`src/rtl/rng_seq_ctrl_if.sv`:
```
// Colour stream between the sequence controller and the colour consumer.
interface rng_seq_ctrl_if #(
  parameter int IDX_WIDTH = 8
);
  logic [1:0]           color;
  logic                 color_valid;
  logic                 color_ready;
  logic [IDX_WIDTH-1:0] color_idx;
  logic                 seq_end;

  modport master (
    output color, color_valid, color_idx, seq_end,
    input  color_ready
  );

  modport slave (
    input  color, color_valid, color_idx, seq_end,
    output color_ready
  );
endinterface

```
`src/rtl/rng_seq_ctrl.sv`:
```
// Colour sequence controller: captures a seed, steps a Galois LFSR one colour
// per accepted beat, and replays the identical sequence from the saved seed.
module rng_seq_ctrl #(
  parameter int                    SEED_WIDTH = 16,
  parameter logic [SEED_WIDTH-1:0] TAPS       = 16'hB400,
  parameter logic [SEED_WIDTH-1:0] ZERO_SEED  = 16'h0001,
  parameter int                    MAX_LEN    = 32,
  parameter int                    IDX_WIDTH  = 8
) (
  input  logic                  clk,
  input  logic                  rst,
  input  logic                  start,
  input  logic                  abort,
  input  logic                  replay,
  input  logic [SEED_WIDTH-1:0] seed_in,
  output logic                  load_seed,
  output logic                  busy,
  rng_seq_ctrl_if.master        cif
);

  localparam logic [IDX_WIDTH-1:0] MAX_IDX = IDX_WIDTH'(MAX_LEN);

  typedef enum logic [1:0] {
    IDLE   = 2'd0,
    SEED   = 2'd1,
    RUN    = 2'd2,
    RELOAD = 2'd3
  } state_t;

  state_t                state, state_n;
  logic [SEED_WIDTH-1:0] lfsr;
  logic [SEED_WIDTH-1:0] seed_save;
  logic [IDX_WIDTH-1:0]  color_idx;
  logic                  color_valid;
  logic                  seq_end;
  logic                  beat;

  always_ff @(posedge clk or posedge rst) begin
    if (rst) state <= IDLE;
    else     state <= state_n;
  end

  // Outputs decode only from registered state/counters, never from inputs.
  always_comb begin
    state_n     = state;
    load_seed   = 1'b0;
    busy        = 1'b1;
    color_valid = 1'b0;
    seq_end     = 1'b0;
    case (state)
      IDLE: begin
        load_seed = 1'b1;
        busy      = 1'b0;
        if (start) state_n = SEED;
      end
      SEED:   state_n = RUN;
      RUN: begin
        color_valid = (color_idx < MAX_IDX);
        seq_end     = (color_idx == MAX_IDX);
        if (replay) state_n = RELOAD;
      end
      RELOAD: state_n = RUN;
      default: state_n = IDLE;
    endcase
    if (abort) state_n = IDLE;
  end

  assign beat = color_valid & cif.color_ready;

  always_ff @(posedge clk or posedge rst) begin
    if (rst) begin
      lfsr      <= '0;
      seed_save <= '0;
      color_idx <= '0;
    end else if (!abort) begin
      case (state)
        SEED: begin
          seed_save <= (seed_in == '0) ? ZERO_SEED : seed_in;
          lfsr      <= (seed_in == '0) ? ZERO_SEED : seed_in;
          color_idx <= '0;
        end
        RUN: begin
          // Replay wins over a coincident beat: that beat is neither counted nor stepped.
          if (!replay && beat) begin
            lfsr      <= lfsr[0] ? ((lfsr >> 1) ^ TAPS) : (lfsr >> 1);
            color_idx <= color_idx + 1'b1;
          end
        end
        RELOAD: begin
          lfsr      <= seed_save;
          color_idx <= '0;
        end
        default: ;
      endcase
    end
  end

  assign cif.color       = lfsr[1:0];
  assign cif.color_valid = color_valid;
  assign cif.color_idx   = color_idx;
  assign cif.seq_end     = seq_end;

endmodule

```
`src/flat_wrapper.sv`:
```
// flat-port wrapper written by rule: the top's interface ports become plain ports
module rng_seq_ctrl_flat 
#(
  parameter int                    SEED_WIDTH = 16,
  parameter logic [SEED_WIDTH-1:0] TAPS       = 16'hB400,
  parameter logic [SEED_WIDTH-1:0] ZERO_SEED  = 16'h0001,
  parameter int                    MAX_LEN    = 32,
  parameter int                    IDX_WIDTH  = 8
)
  (clk, rst, start, abort, replay, seed_in, load_seed, busy, cif_color, cif_color_valid, cif_color_idx, cif_seq_end, cif_color_ready);
  rng_seq_ctrl_if #(.IDX_WIDTH(IDX_WIDTH)) cif_i ();
  input  logic clk;
  input  logic rst;
  input  logic start;
  input  logic abort;
  input  logic replay;
  input  logic [SEED_WIDTH-1:0] seed_in;
  output logic load_seed;
  output logic busy;
  output wire logic [$bits(cif_i.color)-1:0] cif_color;
  output wire logic [$bits(cif_i.color_valid)-1:0] cif_color_valid;
  output wire logic [$bits(cif_i.color_idx)-1:0] cif_color_idx;
  output wire logic [$bits(cif_i.seq_end)-1:0] cif_seq_end;
  input wire logic [$bits(cif_i.color_ready)-1:0] cif_color_ready;
  assign cif_color = cif_i.color;
  assign cif_color_valid = cif_i.color_valid;
  assign cif_color_idx = cif_i.color_idx;
  assign cif_seq_end = cif_i.seq_end;
  assign cif_i.color_ready = cif_color_ready;
  rng_seq_ctrl #(.SEED_WIDTH(SEED_WIDTH), .TAPS(TAPS), .ZERO_SEED(ZERO_SEED), .MAX_LEN(MAX_LEN), .IDX_WIDTH(IDX_WIDTH)) u_core (.clk(clk), .rst(rst), .start(start), .abort(abort), .replay(replay), .seed_in(seed_in), .load_seed(load_seed), .busy(busy), .cif(cif_i));
endmodule
```
`config.mk`:
```
export PLATFORM = sky130hd
export DESIGN_NAME = rng_seq_ctrl_flat
export DESIGN_NICKNAME = d
export VERILOG_FILES = /design/src/rtl/rng_seq_ctrl_if.sv /design/src/rtl/rng_seq_ctrl.sv /design/src/flat_wrapper.sv
export SDC_FILE = /design/constraint.sdc
export NUM_CORES = 1
export LEC_CHECK = 0
export ABC_AREA = 1
export BUFFER_PORTS_ARGS = -buffer_cell sky130_fd_sc_hd__buf_2
export CAP_MARGIN = 20
export CORE_AREA = 10 10 68 98
export CTS_CLUSTER_DIAMETER = 30
export DETAILED_ROUTE_END_ITERATION = 7
export DIE_AREA = 0 0 78 108
export SYNTH_ARGS = -nofsm -noshare
export SYNTH_HDL_FRONTEND = slang
export SYNTH_SLANG_ARGS = --single-unit
```
`constraint.sdc`:
```
create_clock -name clk -period 3.7 [get_ports clk]
set_input_delay 0.555 -clock clk [delete_from_list [all_inputs] [get_ports clk]]
set_output_delay 0.555 -clock clk [all_outputs]
set_load 0.005 [all_outputs]
```
[Word-level counts from Yosys, hierarchy flattened]
Cells that the tools add are included.
Word-level totals
  flip-flop bits (word level): 42
  input bits: 22
  output and inout port bits: 14
  word-level logic and storage cells: 41
Operators by class
  add/subtract/negate cells: 1
  $lt $le $gt $ge: 1
  equality and inequality tests: 7
  muxes and demuxes: 14
  bitwise logic cells: 3
  reductions and logical operators: 11
Operators by type and width (count)
  2-to-1 mux 16 bit: 3
  case mux 16 bit (3 select lines): 1
  zero test 16 bit: 1
  case mux 8 bit (2 select lines): 1
  adder 8 x 1 -> 8 bit (second input constant): 1
  equality test 8 x 6 -> 1 bit (second input constant): 1
  less-than comparator 8 x 6 -> 1 bit (second input constant): 1
  2-to-1 mux 8 bit: 1
  2-to-1 mux 2 bit: 3
  inequality test 3 bit (second input constant): 2
  case mux 2 bit (3 select lines): 1
  AND reduction 3 bit: 2
  equality test 2 bit (second input constant): 2
  2-to-1 mux 1 bit: 4
  inverter 3 -> 4 bit: 1
  AND reduction 2 bit: 2
  nonzero test 3 bit: 1
  equality test 2 x 1 -> 1 bit (second input constant): 1
  zero test 2 bit: 1
  inequality test 2 x 1 -> 1 bit (second input constant): 1
  nonzero test 2 bit: 1
  OR reduction 2 bit: 1
  AND 1 bit: 1
  logical AND 1 bit: 1
  2 further kinds: 2

[Longest topological paths before layout]
  word-level depth: 6
  depth in mapped cells: 8
  mapped depth without buffers: 7

[Worst setup path after synthesis]
Ideal clock, no wire load.
  path kind: reg-to-output
  start: register u_core.color_idx[0] (netlist: u_core.cif.color_idx[0])
  end: output cif_seq_end
  data arrival time: 0.969 ns
  required time: 3.145 ns
  setup slack: 2.176 ns
  stages on the path, launching flop included: 5
  buffers on the path: 0
  cells stage by stage: dfrtp_1 > inv_1 > ha_1 > nand3_1 > nor4_1
Between the ends
  word-level cells in the longest chain between the ends: 2
RTL lines
  from (decl): line rng_seq_ctrl.sv:33  | logic [IDX_WIDTH-1:0] color_idx;
  from (signal assigned): line rng_seq_ctrl.sv:86  | color_idx <= color_idx + 1'b1;
  equality test 8 x 6 -> 1 bit: line rng_seq_ctrl.sv:59  | seq_end = (color_idx == MAX_IDX);
  2-to-1 mux 1 bit: line rng_seq_ctrl.sv:50  | case (state)
  to (decl): line flat_wrapper.sv:23  | output wire logic [$bits(cif_i.seq_end)-1:0] cif_seq_end;
No other way between the ends.

[Worst setup path after layout]
  start: register u_core.state[1]
  end: register u_core.seed_save[0]
Between the ends
  word-level cells in the longest chain between the ends: 2
RTL lines
  from (decl): line rng_seq_ctrl.sv:30  | state_t state, state_n;
  from (signal assigned): line rng_seq_ctrl.sv:40  | else state <= state_n;
  equality test 2 x 1 -> 1 bit: line rng_seq_ctrl.sv:76  | case (state)
  AND reduction 2 bit (no source line)
  to (signal assigned): line rng_seq_ctrl.sv:78  | seed_save <= (seed_in == '0) ? ZERO_SEED : seed_in;
  to (decl): line rng_seq_ctrl.sv:32  | logic [SEED_WIDTH-1:0] seed_save;
No other way between the ends.
A chain may end at the register's enable or synchronous reset.

==> run_results.csv <==
group,metric,value,unit
synthesis,syn_avg_cell_area,7.69,um2
clock_network,insertion_delay,0.29,ns
timing,slew_headroom,0.488,
global_routing,grt_busiest_layer,"met2",
placement,dp_hpwl,3.53,mm
global_routing,use_met1,0.141,
layout,final_area,0.00240,mm2
clock_network,clkSinkCount,42,
clock_network,cts_made_buffers,5,
global_routing,grt_max_degree,43,
synthesis,syn-num-nets,303,
clock_network,post_cts_buffers,0,
layout,diodes,0,
clock_network,cts_resized,0,
layout,syn_to_final_growth,12.0,%
placement,placed_cells,371,
critical_path,r2r_setup_slack,1.44,ns
critical_path,timing.rr.end,"u_core.seed_save[0]",
routing,ant_nets,0,
timing,tightest_slew,0.766,ns
pwr,p_leak,1.24,nW
placement,placed_area,0.00233,mm2
routing,initialDrtViolationCount,126,
timing,tns,0,ns
layout,nNetsFinal,334,
flow_run,drv_cap,0,
pwr,p_total,1.30,mW
die,die_h,108,um
routing,wire_per_inst,13.1,um
global_routing,grt_pass1_wl,8.33,mm
die,io_pins,36,
clock_network,cts_buffer_depth,2,
die,dieArea,0.00842,mm2
timing,whs,0.381,ns
critical_path,critPathRequiredTime,3.87,ns
clock_network,cts_root_buf,"clkbuf_8",
clock_network,clk_pin_slew,0.07,ns
die,die-width,78,um
synthesis,syn_area,0.00214,mm2
synthesis,yosysWarnings,0,
die,core,0.00500,mm2
placement,place_congestion,0.760,
critical_path,rr_startpoint,"u_core.state[1]",
layout,utilization,0.480,
timing,rsz0062_at_grt,"false",
die,start_util,0.429,
critical_path,worstSetupPathType,"reg -> reg",
critical_path,endpoint_kind,"flip-flop",
timing,skew,0.00311,ns
timing,drv_slew,0,
global_routing,grt_pass1_vias,1766,
clock_network,htreeDepth,2,
global_routing,grt_use_total,0.123,
layout,stdcell_count,378,
timing,fmax,0.442,GHz
routing,dr.pass1.iters,4,
pwr,power_density,540,mW/mm2
timing,fin_crit,2.26,ns
global_routing,use_met2,0.205,
routing,drc,0,
critical_path,crit_path_end,"u_core.seed_save[0]",
die,num_rows,32,
layout,multiInputGateArea,858,um2
critical_path,cp-startpoint,"u_core.state[1]",
worst_hold_path,hp-class,"in -> async",
clock_network,postCtsHoldBufs,0,
outcome,status,"finished clean",
global_routing,gr-total-overflow,0,
layout,n_fill_cell,523,
global_routing,met3_usage,0.0432,
critical_path,cp-start-kind,"flip-flop",
placement,port-buffer-count,35,
routing,drt-total-wl,4.94,mm
timing,setup_viol,0,
critical_path,arrival,2.43,ns
timing,hold_viol_final,0,
routing,vias,1809,
clock_network,cts_tree,"yes",
critical_path,reg2regPathDepth,5,
critical_path,worstPathMaxFanout,27,
synthesis,ys_seq_area_frac,0.490,
pwr,ir_worst_vdd,0.239,mV
global_routing,antenna_found_initial,0,
synthesis,synthCells,279,
timing,setup_ws,1.44,ns
layout,drive_above_1_share,0.155,
timing,fin_crit_sh,0.612,
layout,layout.area.seq,0.00105,mm2
synthesis,yosysUniqueCellTypes,25,
routing,viasPerCell,4.79,
synthesis,yosys_register_bits,42,
placement,place_ws,1.46,ns
-- cells by family after synthesis --
logic type / share of synthesized area
compound gates: 0.159
xor+xnor: 0.00408
fa+ha+maj: 0.0117
buf+inv: 0.110
flops: 0.490
simple gates: 0.225
-- final cells by class --
cell class | instances | share of cell area
Sequential cell | 42 | 0.438
Multi-Input combinational cell | 186 | 0.357
Timing Repair Buffer | 36 | 0.0760
Inverter | 39 | 0.0620
Tap cell | 68 | 0.0354
Clock buffer | 7 | 0.0318
-- cells in the mapped netlist --
| cell type | number | area share |
|---|---|---|
| nor4_1 | 1 | 0.0029 |
| xor2_1 | 1 | 0.0041 |
| nand2_2 | 1 | 0.0029 |
| nand2_4 | 1 | 0.0053 |
| o21bai_2 | 1 | 0.0053 |
| o22ai_1 | 1 | 0.0029 |
| o21ai_0 | 30 | 0.070 |
| dfrtp_1 | 42 | 0.49 |
| buf_6 | 3 | 0.016 |
| inv_2 | 1 | 0.0017 |
| nand3_1 | 11 | 0.026 |
| inv_4 | 1 | 0.0029 |
| nor2_1 | 30 | 0.053 |
| a21oi_1 | 5 | 0.012 |
| a21oi_2 | 1 | 0.0041 |
| nor2_2 | 1 | 0.0029 |
| ha_1 | 2 | 0.012 |
| o21ai_1 | 21 | 0.049 |
| nand3b_1 | 1 | 0.0035 |
| inv_1 | 37 | 0.065 |
| buf_4 | 3 | 0.011 |
| nand2_1 | 74 | 0.13 |
| buf_2 | 6 | 0.014 |
| o221ai_1 | 3 | 0.012 |
| a2111oi_0 | 1 | 0.0041 |
-- sequential cells by signal, summed over array words and instances (netlist names) --
| signal | cells |
|---|---|
| u_core.state | 2 |
| u_core.lfsr | 16 |
| u_core.seed_save | 16 |
| u_core.cif.color_idx | 8 |
-- where the power goes --
group	switching, mW	internal, mW
logic	0.193	0.138
registers	0.0948	0.596
clock network	0.146	0.130
total	0.434	0.864
-- layout by cell type, fill, tap and decap left out, drive strengths merged, types with 2 or more instances in the layout --
cell and instances:
o221ai 3, clkbuf 7, inv 39, o21ai 51, buf 36, dfrtp 42, nor2 31, nand2 76
nand3 11, ha 2, a21oi 6
-- how the worst min path moves through the flow --
stage | cells after the start | slack, ns | startpoint | endpoint
after global routing | 3 | 0.45 | rst | u_core.lfsr[5]
final | 3 | 0.38 | rst | u_core.cif.color_idx[7]
after CTS | 3 | 0.41 | rst | u_core.seed_save[1]
after detailed placement | 2 | 0.47 | u_core.seed_save[12] | u_core.seed_save[12]
after floorplan | 2 | 0.45 | u_core.seed_save[14] | u_core.seed_save[14]
after global placement | 2 | 0.47 | u_core.seed_save[10] | u_core.seed_save[10]
-- per-layer routing --
layer / wire (um) / up-vias
li1: - / 940
met1: 2140 / 823
met2: 2440 / 41
met3: 299 / 5
met4: 67 / 0
met5: 0 / -
-- worst max-delay path, cell delays in order, from the launching register on --
cell,delay [ns]
dfrtp_1,0.77
inv_1,0.26
nand2_1,0.64
inv_1,0.26
nand2_1,0.13
o21ai_0,0.08
Note: power is estimated with default switching activity, not from simulation.
